[src/rtl/uart_rx_fifo_axils.sv]
// UART receiver feeding an RX FIFO, exposed through an AXI4-Lite register slave.
// Parity checking is compiled in only when UART_RX_PARITY_EN is defined.
module uart_rx_fifo_axils #(
  parameter int C_S_AXI_DATA_WIDTH = 32,
  parameter int C_S_AXI_ADDR_WIDTH = 4,
  parameter int CLK_FREQ           = 100_000_000,
  parameter int DATA_WIDTH         = 8,
  parameter int FIFO_DEPTH         = 16
) (
  input  logic                            S_AXI_ACLK,
  input  logic                            S_AXI_ARESET,
  input  logic [C_S_AXI_ADDR_WIDTH-1:0]   S_AXI_AWADDR,
  input  logic [2:0]                      S_AXI_AWPROT,
  input  logic                            S_AXI_AWVALID,
  output logic                            S_AXI_AWREADY,
  input  logic [C_S_AXI_DATA_WIDTH-1:0]   S_AXI_WDATA,
  input  logic [C_S_AXI_DATA_WIDTH/8-1:0] S_AXI_WSTRB,
  input  logic                            S_AXI_WVALID,
  output logic                            S_AXI_WREADY,
  output logic [1:0]                      S_AXI_BRESP,
  output logic                            S_AXI_BVALID,
  input  logic                            S_AXI_BREADY,
  input  logic [C_S_AXI_ADDR_WIDTH-1:0]   S_AXI_ARADDR,
  input  logic [2:0]                      S_AXI_ARPROT,
  input  logic                            S_AXI_ARVALID,
  output logic                            S_AXI_ARREADY,
  output logic [C_S_AXI_DATA_WIDTH-1:0]   S_AXI_RDATA,
  output logic [1:0]                      S_AXI_RRESP,
  output logic                            S_AXI_RVALID,
  input  logic                            S_AXI_RREADY,
  input  logic                            UART_RX,
  output logic                            IRQ
);
  localparam int AW = $clog2(FIFO_DEPTH);
  localparam int LW = AW + 1;
  localparam logic [31:0] DIV_RST = 32'(CLK_FREQ / 9600);
  localparam logic [C_S_AXI_ADDR_WIDTH-1:0] A_DIV  = C_S_AXI_ADDR_WIDTH'('h0);
  localparam logic [C_S_AXI_ADDR_WIDTH-1:0] A_STAT = C_S_AXI_ADDR_WIDTH'('h4);
  localparam logic [C_S_AXI_ADDR_WIDTH-1:0] A_RXD  = C_S_AXI_ADDR_WIDTH'('h8);
  localparam logic [C_S_AXI_ADDR_WIDTH-1:0] A_LVL  = C_S_AXI_ADDR_WIDTH'('hC);

  typedef enum logic {W_IDLE, W_RESP} w_state_e;
  typedef enum logic {R_IDLE, R_DATA} r_state_e;
`ifdef UART_RX_PARITY_EN
  typedef enum logic [2:0] {S_IDLE, S_START, S_DATA, S_PARITY, S_STOP} rx_state_e;
`else
  typedef enum logic [2:0] {S_IDLE, S_START, S_DATA, S_STOP} rx_state_e;
`endif

  logic unused_ok;
  assign unused_ok = ^{S_AXI_AWPROT, S_AXI_ARPROT, S_AXI_WSTRB};

  // Control / status registers
  logic [31:0] div_q;
  logic        intr_en_q, ovr_q, fr_q, irq_q;
  logic [7:0]  thr_q;
  logic        par_en, par_odd, pe;
`ifdef UART_RX_PARITY_EN
  logic        par_en_q, par_odd_q, pe_q, pe_set;
  assign par_en  = par_en_q;
  assign par_odd = par_odd_q;
  assign pe      = pe_q;
`else
  assign par_en  = 1'b0;
  assign par_odd = 1'b0;
  assign pe      = 1'b0;
`endif

  // FIFO
  logic [DATA_WIDTH-1:0] mem [FIFO_DEPTH];
  logic [AW-1:0] wr_ptr_q, rd_ptr_q;
  logic [LW-1:0] level_q;
  logic          empty, full, rx_push, push_ok, pop, ovr_set, fr_set;
  assign empty   = (level_q == '0);
  assign full    = (level_q == LW'(FIFO_DEPTH));
  assign push_ok = rx_push && (!full || pop);
  assign ovr_set = rx_push && !push_ok;

  always_ff @(posedge S_AXI_ACLK or posedge S_AXI_ARESET) begin
    if (S_AXI_ARESET) begin
      wr_ptr_q <= '0;
      rd_ptr_q <= '0;
      level_q  <= '0;
    end else begin
      if (push_ok) wr_ptr_q <= wr_ptr_q + AW'(1);
      if (pop)     rd_ptr_q <= rd_ptr_q + AW'(1);
      level_q <= level_q + LW'(push_ok) - LW'(pop);
    end
  end

  // ---------------- RX serial path ----------------
  logic [2:0] rx_sync_q;
  logic       rx, fall;
  always_ff @(posedge S_AXI_ACLK or posedge S_AXI_ARESET) begin
    if (S_AXI_ARESET) rx_sync_q <= '0;
    else              rx_sync_q <= {rx_sync_q[1:0], UART_RX};
  end
  // Resetting the chain low means a line held low across reset cannot look like a start edge.
  assign rx   = rx_sync_q[1];
  assign fall = rx_sync_q[2] && !rx;

  rx_state_e rx_state_q, rx_state_d;
  logic [31:0] cnt_q, cnt_d, divact_q, divact_d, tgt;
  logic [3:0]  bitn_q, bitn_d;
  logic [DATA_WIDTH-1:0] shift_q, shift_d;
  logic        tick;
`ifdef UART_RX_PARITY_EN
  logic        parfail_q, parfail_d;
`endif

  always_ff @(posedge S_AXI_ACLK or posedge S_AXI_ARESET) begin
    if (S_AXI_ARESET) begin
      rx_state_q <= S_IDLE;
      cnt_q      <= '0;
      divact_q   <= DIV_RST;
      bitn_q     <= '0;
      shift_q    <= '0;
`ifdef UART_RX_PARITY_EN
      parfail_q  <= 1'b0;
`endif
    end else begin
      rx_state_q <= rx_state_d;
      cnt_q      <= cnt_d;
      divact_q   <= divact_d;
      bitn_q     <= bitn_d;
      shift_q    <= shift_d;
`ifdef UART_RX_PARITY_EN
      parfail_q  <= parfail_d;
`endif
    end
  end

  always_comb begin
    rx_state_d = rx_state_q;
    divact_d   = divact_q;
    bitn_d     = bitn_q;
    shift_d    = shift_q;
    rx_push    = 1'b0;
    fr_set     = 1'b0;
`ifdef UART_RX_PARITY_EN
    parfail_d  = parfail_q;
    pe_set     = 1'b0;
`endif
    tgt   = (rx_state_q == S_START) ? (divact_q >> 1) - 32'd1 : divact_q - 32'd1;
    tick  = (cnt_q == tgt);
    cnt_d = tick ? '0 : cnt_q + 32'd1;
    case (rx_state_q)
      S_IDLE: begin
        cnt_d = '0;
        if (fall) begin
          rx_state_d = S_START;
          divact_d   = div_q;
`ifdef UART_RX_PARITY_EN
          parfail_d  = 1'b0;
`endif
        end
      end
      S_START: if (tick) begin
        rx_state_d = rx ? S_IDLE : S_DATA;
        bitn_d     = '0;
      end
      S_DATA: if (tick) begin
        shift_d = {rx, shift_q[DATA_WIDTH-1:1]};
        bitn_d  = bitn_q + 4'd1;
        if (bitn_q == 4'(DATA_WIDTH - 1))
          rx_state_d = S_STOP;
`ifdef UART_RX_PARITY_EN
        if (bitn_q == 4'(DATA_WIDTH - 1) && par_en)
          rx_state_d = S_PARITY;
      end
      S_PARITY: if (tick) begin
        parfail_d  = ((^{shift_q, rx}) != par_odd);
        rx_state_d = S_STOP;
`endif
      end
      S_STOP: if (tick) begin
        rx_state_d = S_IDLE;
        if (!rx) fr_set = 1'b1;
`ifdef UART_RX_PARITY_EN
        else if (parfail_q) pe_set = 1'b1;
`endif
        else rx_push = 1'b1;
      end
      default: rx_state_d = S_IDLE;
    endcase
  end

  always_ff @(posedge S_AXI_ACLK) begin
    if (push_ok) mem[wr_ptr_q] <= shift_q;
  end

  // ---------------- AXI write channel ----------------
  w_state_e w_state_q, w_state_d;
  logic aw_held_q, aw_held_d, w_held_q, w_held_d, wr_en;
  logic [C_S_AXI_ADDR_WIDTH-1:0] awaddr_q, awaddr_d, wr_addr;
  logic [31:0] wdata_q, wdata_d, wr_data, w1c;

  always_ff @(posedge S_AXI_ACLK or posedge S_AXI_ARESET) begin
    if (S_AXI_ARESET) begin
      w_state_q <= W_IDLE;
      aw_held_q <= 1'b0;
      w_held_q  <= 1'b0;
      awaddr_q  <= '0;
      wdata_q   <= '0;
    end else begin
      w_state_q <= w_state_d;
      aw_held_q <= aw_held_d;
      w_held_q  <= w_held_d;
      awaddr_q  <= awaddr_d;
      wdata_q   <= wdata_d;
    end
  end

  always_comb begin
    w_state_d     = w_state_q;
    aw_held_d     = aw_held_q;
    w_held_d      = w_held_q;
    awaddr_d      = awaddr_q;
    wdata_d       = wdata_q;
    wr_en         = 1'b0;
    S_AXI_AWREADY = (w_state_q == W_IDLE) && !aw_held_q;
    S_AXI_WREADY  = (w_state_q == W_IDLE) && !w_held_q;
    wr_addr       = aw_held_q ? awaddr_q : S_AXI_AWADDR;
    wr_data       = w_held_q ? wdata_q : S_AXI_WDATA;
    case (w_state_q)
      W_IDLE: begin
        if (S_AXI_AWVALID && S_AXI_AWREADY) begin
          aw_held_d = 1'b1;
          awaddr_d  = S_AXI_AWADDR;
        end
        if (S_AXI_WVALID && S_AXI_WREADY) begin
          w_held_d = 1'b1;
          wdata_d  = S_AXI_WDATA;
        end
        if (aw_held_d && w_held_d) begin
          wr_en     = 1'b1;
          aw_held_d = 1'b0;
          w_held_d  = 1'b0;
          w_state_d = W_RESP;
        end
      end
      default: if (S_AXI_BREADY) w_state_d = W_IDLE;
    endcase
  end
  assign S_AXI_BVALID = (w_state_q == W_RESP);
  assign S_AXI_BRESP  = '0;
  assign w1c = (wr_en && wr_addr == A_STAT) ? wr_data : '0;

  always_ff @(posedge S_AXI_ACLK or posedge S_AXI_ARESET) begin
    if (S_AXI_ARESET) begin
      div_q     <= DIV_RST;
      intr_en_q <= 1'b0;
      thr_q     <= '0;
      ovr_q     <= 1'b0;
      fr_q      <= 1'b0;
      irq_q     <= 1'b0;
`ifdef UART_RX_PARITY_EN
      par_en_q  <= 1'b0;
      par_odd_q <= 1'b0;
      pe_q      <= 1'b0;
`endif
    end else begin
      if (wr_en && wr_addr == A_DIV)
        div_q <= (wr_data < 32'd4) ? 32'd4 : wr_data;
      if (wr_en && wr_addr == A_STAT) begin
        intr_en_q <= wr_data[8];
        thr_q     <= wr_data[23:16];
`ifdef UART_RX_PARITY_EN
        par_en_q  <= wr_data[9];
        par_odd_q <= wr_data[10];
`endif
      end
      // Set terms are OR'd after the clear so a same-cycle event is never lost.
      ovr_q <= (ovr_q && !w1c[1]) || ovr_set;
      fr_q  <= (fr_q  && !w1c[2]) || fr_set;
`ifdef UART_RX_PARITY_EN
      pe_q  <= (pe_q  && !w1c[3]) || pe_set;
`endif
      irq_q <= intr_en_q && (((thr_q != 8'd0) && (32'(level_q) >= 32'(thr_q)))
                             || ovr_q || fr_q || pe);
    end
  end
  assign IRQ = irq_q;

  // ---------------- AXI read channel ----------------
  r_state_e r_state_q, r_state_d;
  logic [31:0] rdata_q, rd_mux, stat_word;
  logic        ar_hs;

  assign stat_word = {8'b0, thr_q, 5'b0, par_odd, par_en, intr_en_q, 3'b0,
                      full, pe, fr_q, ovr_q, !empty};
  assign ar_hs = S_AXI_ARVALID && (r_state_q == R_IDLE);
  assign pop   = ar_hs && (S_AXI_ARADDR == A_RXD) && !empty;

  always_comb begin
    case (S_AXI_ARADDR)
      A_DIV:   rd_mux = div_q;
      A_STAT:  rd_mux = stat_word;
      A_RXD:   rd_mux = empty ? '0 : 32'(mem[rd_ptr_q]);
      A_LVL:   rd_mux = 32'(level_q);
      default: rd_mux = '0;
    endcase
    r_state_d = r_state_q;
    case (r_state_q)
      R_IDLE:  if (ar_hs) r_state_d = R_DATA;
      default: if (S_AXI_RREADY) r_state_d = R_IDLE;
    endcase
  end

  always_ff @(posedge S_AXI_ACLK or posedge S_AXI_ARESET) begin
    if (S_AXI_ARESET) begin
      r_state_q <= R_IDLE;
      rdata_q   <= '0;
    end else begin
      r_state_q <= r_state_d;
      if (ar_hs) rdata_q <= rd_mux;
    end
  end
  assign S_AXI_ARREADY = (r_state_q == R_IDLE);
  assign S_AXI_RVALID  = (r_state_q == R_DATA);
  assign S_AXI_RDATA   = rdata_q;
  assign S_AXI_RRESP   = '0;
endmodule

[config.mk]
export PLATFORM = sky130hd
export DESIGN_NAME = uart_rx_fifo_axils
export DESIGN_NICKNAME = d
export VERILOG_FILES = /design/src/rtl/uart_rx_fifo_axils.sv
export SDC_FILE = /design/constraint.sdc
export NUM_CORES = 1
export LEC_CHECK = 0
export BUFFER_PORTS_ARGS = -buffer_cell sky130_fd_sc_hd__buf_2
export CORE_ASPECT_RATIO = 1.2
export CORE_MARGIN = 4
export CORE_UTILIZATION = 30
export DETAILED_ROUTE_END_ITERATION = 12
export GPL_ROUTABILITY_DRIVEN = 0
export PLACE_DENSITY = 0.48
export SLEW_MARGIN = 20
export SYNTH_ARGS = -nofsm -noshare
export SYNTH_HDL_FRONTEND = slang
export SYNTH_SLANG_ARGS = --single-unit
[constraint.sdc]
create_clock -name S_AXI_ACLK -period 13.3 [get_ports S_AXI_ACLK]
set_input_delay 2.66 -clock S_AXI_ACLK [delete_from_list [all_inputs] [get_ports S_AXI_ACLK]]
set_output_delay 2.66 -clock S_AXI_ACLK [all_outputs]
set_load 0.05 [all_outputs]
* Yosys cells after proc, flatten, opt, wreduce, memory -nomap -nowiden
Memory sizes are Yosys's and may differ from the RTL's. Cells that the tools add are included.
Word-level totals: flip-flop bits (word level) 211, memory bits (writable) 128, bits of input ports 58, output and inout bits 42, logic and storage cells 132, memories 1
Memory list:
- mem | depth 16, bits a word 8, read ports 1, clocked after memory_dff 0, write ports 1, RTL line 70 | logic [DATA_WIDTH-1:0] mem [FIFO_DEPTH];
Operators by class: add/subtract/negate cells 8, $lt $le $gt $ge 2, equality and inequality tests 15, multiplexer cells 40, bitwise logic cells 2, reductions and logical operators 42
Operator list (count):
- two-way mux 32 bit | 5
- one-hot mux 32 bit (4 select lines) | 1
- adder 32 x 1 -> 32 bit, second input constant | 1
- equality test 32 bit | 1
- < comparator 32 x 3 -> 1 bit, second input constant | 1
- subtractor 31 x 1 -> 32 bit, second input constant | 1
- subtractor 32 x 1 -> 32 bit, second input constant | 1
- two-way mux 1 bit | 21
- two-way mux 3 bit | 6
- logical AND 1 bit | 17
- adder 4 x 1 -> 4 bit, second input constant | 3
- equality test 4 x 3 -> 1 bit, second input constant | 3
- two-way mux 4 bit | 3
- one-hot mux 3 bit (4 select lines) | 1
- != test 2 bit, second input constant | 5
- equality test 4 bit, second input constant | 2
- greater-or-equal comparator 5 x 8 -> 1 bit | 1
- zero test 1 bit | 8
- zero test 4 bit | 2
- two-way mux 8 bit | 1
- one-hot mux 4 bit (2 select lines) | 1
- AND reduction 2 bit | 4
- nonzero test 8 bit | 1
- equality test 3 x 2 -> 1 bit, second input constant | 2
- 12 further kinds | 17

* Logic depth before layout (Yosys ltp)
Gate-level depths: netlist of run 1.
depth in word-level cells 13, mapped depth 26, gate-level depth less buffers 21

* Worst setup path after synthesis of run 1
Ideal clock, no wire load.
path type input -> register, start in S_AXI_ARADDR[3], end reg level_q[4], library setup time 0.125 ns, data arrival time 5.053 ns, setup slack 8.122 ns, cell stages on the path 16, path through clkbuf_1 nand4b_1 clkinv_1 nand3_1 and3_1 nor2_1 nand4_4 o21ai_0 ha_1 inv_1 fa_1 inv_1 a21oi_1 nor2_1 nor2_1 xnor2_1
On the way: cells in the longest elaborated chain, start to end 7
Ends and longest elaborated chain:
- start, declared | RTL line 23 | input logic [C_S_AXI_ADDR_WIDTH-1:0] S_AXI_ARADDR,
- equality test 4 bit (*) | RTL line 293 | assign pop = ar_hs && (S_AXI_ARADDR == A_RXD) && !empty;
- logical AND 1 bit (*) (2 in series) | RTL line 293
- logical OR 1 bit | RTL line 76 | assign push_ok = rx_push && (!full || pop);
- logical AND 1 bit | RTL line 76
- adder 5 x 1 -> 5 bit | RTL line 87 | level_q <= level_q + LW'(push_ok) - LW'(pop);
- subtractor 5 x 1 -> 5 bit (*) | RTL line 87
- end signal, assigned | RTL line 87
- end, declared | RTL line 72 | logic [LW-1:0] level_q;
Mark *: on every way between the ends. The rest lies on a longest branch, timed or not. A chain may end at the register's enable or synchronous reset.

* Worst setup path in the final report of run 1
start reg rx_state_q[1], end reg level_q[4]
On the way: cells in the longest elaborated chain, start to end 8, elaborated cells between the ends (all ways) 9, those cells by class add/sub: 2; eq/ne: 3; mux: 3; reduce/logical: 1
Ends and longest elaborated chain:
- start, declared | RTL line 102 | rx_state_e rx_state_q, rx_state_d;
- start signal, assigned | RTL line 122 | rx_state_q <= rx_state_d;
- equality test 3 x 1 -> 1 bit | RTL line 144 | tgt = (rx_state_q == S_START) ? (divact_q >> 1) - 32'd1 : divact_q - 32'd1;
- two-way mux 32 bit | RTL line 144
- equality test 32 bit | RTL line 145 | tick = (cnt_q == tgt);
- two-way mux 1 bit | RTL line 176 | S_STOP: if (tick) begin
- two-way mux 1 bit (*) | RTL line 147 | case (rx_state_q)
- logical AND 1 bit (*) | RTL line 76
- adder 5 x 1 -> 5 bit (*) | RTL line 87
- subtractor 5 x 1 -> 5 bit (*) | RTL line 87
Marks and branches as above.

==> results of run 1 <==
[cell usage in the layout (no fill, tap or decap), types with 12 or more instances in the layout]
master	count
mux4_2	40
mux2i_1	54
inv_1	31
ha_1	18
nor3_1	19
nor4_1	26
edfxtp_1	128
xor2_1	28
xnor2_1	47
nand4_1	18
nor2b_1	23
a21oi_1	71
o21ai_0	59
clkbuf_16	42
nand2_1	109
dfrtp_1	198
and3_1	12
nand3_1	42
buf_2	85
buf_4	17
mux2_2	72
nor2_1	134
[worst max path at each step]
stage / start / end / slack, ps
final: rx_state_q[1] / level_q[4] / 7400
after global routing: rx_state_q[1] / level_q[4] / 7010
after CTS: rx_state_q[1] / level_q[4] / 7440
after detailed placement: S_AXI_ARADDR[2] / level_q[4] / 7310
after global placement: S_AXI_ARADDR[2] / level_q[4] / 7320
after floorplan: S_AXI_ARESET / IRQ / 4920
[area by class of cell]
type	instances	area [sq um]	area share
Inverter	33	131	0.00677
Clock inverter	25	303	0.0156
Tap cell	727	910	0.0469
Clock buffer	49	1090	0.0560
Sequential cell	338	9110	0.470
Timing Repair Buffer	103	581	0.0299
Multi-Input combinational cell	977	7280	0.375
[logic make-up after synthesis]
family / count (synthesis) / share of synthesized area
AND/OR/NAND/NOR: 474 / 0.145
flip-flops: 338 / 0.539
AO/OA/AOI/OAI: 231 / 0.0883
multiplexers: 174 / 0.140
buffers and inverters: 132 / 0.0342
XOR/XNOR: 75 / 0.0388
adder cells (fa/ha/maj): 19 / 0.0145
other: 1 / 0.000222
[layer usage]
layer / track usage / vias up
met5: 0 / -
met4: 0.0499 / 0
met3: 0.0251 / 74
met2: 0.258 / 234
met1: 0.200 / 5784
li1: - / 5394
[through the flow]
stage	hold slack (ps)	util	cells	power (uW)
2_1_floorplan	331	-	1447	2500
3_3_place_gp	344	0.322	2177	2860
3_5_place_dp	346	0.322	2177	2880
4_1_cts	358	0.347	2251	4060
5_1_grt	369	0.347	2252	4270
6_report	353	0.347	2252	4020
[critical path, delay by kind of cell (launching register included)]
kind / cells / cell delay [ps]
AOI/OAI and AO/OA: 5 / 1420
xor gates and xnor gates: 1 / 110
adders and majority gates: 3 / 870
buffers and inverters: 3 / 670
DFF: 1 / 430
muxes: 1 / 350
and+or+nand+nor: 7 / 1900
[flip-flops by register name (all words and copies together), names as in the netlist, 5 cells and up]
| name | count |
|---|---|
| divact_q | 32 |
| thr_q | 8 |
| div_q | 32 |
| level_q | 5 |
| S_AXI_RDATA | 32 |
| wdata_q | 32 |
| mem | 128 |
| cnt_q | 32 |
| shift_q | 8 |
[power breakdown]
group          switching [uW]  internal [uW]
Sequential                321           1280
Clock                     456            703
Combinational             681            572
Total                    1460           2560
==> flow_summary_export.csv, run 1 <==
group,metric,value,unit
detailed_routing,drt-wirelength-per-cell,20.3,um
detailed_routing,top_layer_used,"met4",
power_and_ir_drop,power_density,207,nW/um^2
floorplan,dieWidth,225,um
place,placed_area,18000,sq um
detailed_routing,finalWirelength,45800,um
sta,maxSlewViolCount,0,
worst_hold_path,hold_start,"rx_sync_q[0]",
clock_network,clkLatencyLatePin,570,ps
sta,setup_viol,0,
clock_network,cts_buffers,41,
place,dp_hpwl,32300,um
sta,fin_skew,22.1,ps
place,place_ws,7310,ps
logic_synthesis,postSynth.asyncResetShare,0.621,
logic_synthesis,yosysMostFrequentCell,"dfrtp_1",
critical_path,crit_path_max_incr_delay,600,ps
worst_hold_path,hold_end,"rx_sync_q[1]",
layout,final_area,19400,sq um
detailed_routing,detail_route.first_pass.iterations,5,
place,buffer_ports.inserted,85,
logic_synthesis,synth-edff-count,128,
layout,area_growth,14.7,%
floorplan,io_pins,100,
clock_network,cts_tree,"done",
sta,rsz0062_at_grt,"no",
detailed_routing,via_per_inst,5.10,
clock_network,cts_resized,0,
logic_synthesis,ys_seq_area_frac,0.539,
logic_synthesis,mappedNetlistArea,16900,sq um
detailed_routing,drtIter0Drc,843,
critical_path,crit_type,"register to register",
detailed_routing,wl_met3,1800,um
layout,antenna_cells,0,
detailed_routing,wl_met1,20000,um
detailed_routing,ant_nets,0,
worst_hold_path,min_path_cells,0,
logic_synthesis,syn_avg_cell_area,11.7,sq um
outcome,status,"finished clean",
floorplan,die_area,60200,sq um
clock_network,root_buffer,"clkbuf_16",
global_routing,grt-ovfl-total,0,
sta,hold_viol_final,0,
logic_synthesis,yosys_warnings,0,
logic_synthesis,synth_top_area_share,0.296,
layout,num-nets-final,1571,
critical_path,worst_ep_arrival_time,6350,ps
floorplan,core.rowCount,95,
sta,slew_headroom,0.290,
critical_path,reg2reg_to,"level_q[4]",
floorplan,start_util,0.303,
global_routing,grt_start_max_net_pins,80,
logic_synthesis,synthTopCellsByArea,"dfrtp_1, edfxtp_1, mux4_2",
sta,fmax,170,MHz
clock_network,postCtsSetupBuffers,0,
critical_path,reg2reg_slack,7400,ps
floorplan,core,55900,sq um
critical_path,cp_slowest_cell,"nor4_1",
global_routing,grt_pass1_vias,11900,
floorplan,die_h,268,um
logic_synthesis,yosysTopAreaCell,"dfrtp_1",
clock_network,clk_pin_slew,60,ps
detailed_routing,wl_met2,22600,um
global_routing,grt_first_pass_wirelength,71700,um
clock_network,numClockSinks,338,
logic_synthesis,synth_ff_type,"dfrtp_1",
critical_path,critPathLaunchType,"register",
layout,nFillCells,5539,
sta,timing.final.crit_period,5900,ps
critical_path,cp.required,13760,ps
clock_network,htree_levels,2,
sta,fin_crit_sh,0.443,
power_and_ir_drop,p_leak,0.00786,uW
sta,final.setup.tns,0,ps
flow_run,max_cap_viol_count,0,
clock_network,clk_path_buf_depth,3,
critical_path,path_cells,"nor2b_4, buf_4, mux2i_1, ha_1, nor2b_1, o2111ai_1, nor4_1, a31oi_1, or3_1, a211oi_1, nand4_4, o21ai_0, ha_1, inv_1, fa_1, inv_1, a21oi_1, nor2_1, nor2_1, xnor2_1",
global_routing,grt.total_usage,0.152,
detailed_routing,vias,11500,
global_routing,antenna_found_initial,1,
logic_synthesis,synth_seq_cells,338,
critical_path,cp_max_fo,54,
power_and_ir_drop,vdd_ir_drop_max,155,uV
logic_synthesis,synth_commonest_cells,"dfrtp_1, nor2_1, edfxtp_1",
sta,worstMarginPinSlew,1060,ps
critical_path,cp-end-kind,"register",
logic_synthesis,syn-instance-count,1444,
critical_path,rr_worst_depth,20,
layout,drive_gt1_frac,0.214,
sta,fin_ws,7400,ps
clock_network,hold_buffers,0,
worst_hold_path,hold_class,"register to register",
detailed_routing,drc,0,
critical_path,regToRegStartpoint,"rx_state_q[1]",
logic_synthesis,synth.distinct_cells,88,
Power figures use the tool's default switching activity.
==> run 2: changes to the inputs <==
--- a/config.mk
+++ b/config.mk
@@ -11,7 +11,7 @@
 export CORE_UTILIZATION = 30
 export DETAILED_ROUTE_END_ITERATION = 12
 export GPL_ROUTABILITY_DRIVEN = 0
-export PLACE_DENSITY = 0.48
+export PLACE_DENSITY = 0.5
 export SLEW_MARGIN = 20
 export SYNTH_ARGS = -nofsm -noshare
 export SYNTH_HDL_FRONTEND = slang
==> constraint.sdc (replaced) <==
create_clock -name S_AXI_ACLK -period 4.8 [get_ports S_AXI_ACLK]
set_input_delay 0.96 -clock S_AXI_ACLK [delete_from_list [all_inputs] [get_ports S_AXI_ACLK]]
set_output_delay 0.96 -clock S_AXI_ACLK [all_outputs]
set_load 0.05 [all_outputs]
==> flow_summary_export.csv, run 2 (synthesized netlist as in run 1, its figures left out) <==
group,metric,value,unit
critical_path,cp.required,5250,ps
flow_run,max_cap_viol_count,0,
detailed_routing,vias,11600,
clock_network,clkLatencyLatePin,570,ps
sta,rsz0062_at_grt,"no",
detailed_routing,finalWirelength,45100,um
sta,slew_headroom,0.299,
detailed_routing,drt-wirelength-per-cell,19.7,um
sta,setup_viol,0,
global_routing,antenna_found_initial,0,
floorplan,io_pins,100,
place,place_ws,205,ps
floorplan,die_area,60200,sq um
sta,fin_skew,24.4,ps
critical_path,worst_ep_arrival_time,4880,ps
floorplan,core,55900,sq um
detailed_routing,drtIter0Drc,750,
layout,num-nets-final,1611,
critical_path,crit_type,"register to register",
detailed_routing,ant_nets,0,
layout,max_flop_register,"mem",
sta,fin_ws,370,ps
detailed_routing,via_per_inst,5.06,
place,placed_area,18300,sq um
power_and_ir_drop,power_density,555,nW/um^2
layout,nFillCells,5538,
layout,area_growth,15.9,%
global_routing,grt_start_max_net_pins,154,
layout,final_area,19600,sq um
power_and_ir_drop,p_leak,0.00807,uW
detailed_routing,detail_route.first_pass.iterations,5,
global_routing,grt-ovfl-total,0,
detailed_routing,drc,0,
clock_network,root_buffer,"clkbuf_16",
sta,fmax,226,MHz
clock_network,numClockSinks,338,
sta,whs,362,ps
layout,mostFrequentLayoutCell,"dfrtp_1",
clock_network,cts_tree,"done",
sta,hold_viol_final,0,
layout,multi_input_area,7270,sq um
global_routing,grt.total_usage,0.150,
floorplan,die_h,268,um
global_routing,grt_first_pass_wirelength,71000,um
critical_path,critPathLaunchType,"register",
clock_network,htree_levels,2,
power_and_ir_drop,total_power,10900,uW
layout,regArea,9110,sq um
global_routing,grt_pass1_vias,11900,
clock_network,clk_pin_slew,60,ps
floorplan,start_util,0.303,
floorplan,core.rowCount,95,
sta,worstMarginPinSlew,1050,ps
sta,fin_crit_sh,0.923,
layout,drive_gt1_frac,0.234,
floorplan,dieWidth,225,um
outcome,status,"finished clean",
place,dp_hpwl,32600,um
sta,maxSlewViolCount,0,
clock_network,cts_buffers,40,
sta,timing.final.crit_period,4430,ps
critical_path,cp-end-kind,"register",
sta,final.setup.tns,0,ps
worst_hold_path,hold_class,"register to register",
layout,largest_reg_flops,128,
power_and_ir_drop,vdd_ir_drop_max,284,uV
layout,antenna_cells,0,
layout,most-common-layout-cells,"dfrtp_1, nor2_1, edfxtp_1",
clock_network,clk_path_buf_depth,3,
critical_path,cp_max_fo,7,
place,buffer_ports.inserted,85,
-- run 2: metal layers --
metal	vias up	wire length (um)	GRT usage	part of all wire
li1	5479	-	-	-
met1	5780	19300	0.190	0.43
met2	246	22800	0.263	0.50
met3	66	1980	0.0279	0.044
met4	0	1050	0.0407	0.023
met5	-	0	0	0
-- run 2: per-stage QoR --
step,util,std cells
2_1_floorplan,-,1447
3_3_place_gp,0.328,2219
3_5_place_dp,0.328,2219
4_1_cts,0.351,2289
5_1_grt,0.351,2289
6_report,0.351,2289
-- run 2: layout make-up --
cell class              count  area share
flip-flops and latches    338       0.465
inverters                  33     0.00651
repair buffers            144      0.0449
clock buffers              58      0.0596
clock inverters            12     0.00670
well taps                 727      0.0464
multi-input cells         977       0.371
-- run 2: power by group --
part | internal, uW | total [uW] | switching (uW)
clock network | 1750 | 2970 | 1220
registers | 3560 | 4360 | 798
logic | 1600 | 3550 | 1950
total | 6920 | 10900 | 3970
-- run 2: worst paths after layout --
path                               from            to  slack (ps)  depth (start not counted)
setup / recovery            divact_q[2]    level_q[4]         370                         18
hold / removal             rx_sync_q[0]  rx_sync_q[1]         360                          0
setup reg to reg            divact_q[2]    level_q[4]         370                         18
hold reg to reg            rx_sync_q[0]  rx_sync_q[1]         360                          0
max in group asynchronous  S_AXI_ARESET   rd_ptr_q[0]        3480                          3
min in group asynchronous  S_AXI_ARESET   wdata_q[14]         630                          3
-- run 2: critical path: stages (launching register included) --
cell and delay, ps:
dfrtp_1 460, or4_1 690, a211oi_4 260, buf_4 170, and4_1 300, mux2i_1 110, a211oi_1 580, a2111oi_0 150
and4b_1 290, a21o_1 210, o21ai_1 100, ha_1 190, inv_1 50, fa_1 400, inv_1 70, a21oi_1 60
nor2_1 90, nor2_1 60, xnor2_1 110
-- run 2: repair_timing --
action / in CTS / in global routing
hold buffers: 0 / 0
gates resized for setup: 0 / 3
setup endpoints to repair: 0 / 1
buffers inserted: 0 / 0
endpoints found under the hold margin: 0 / 0
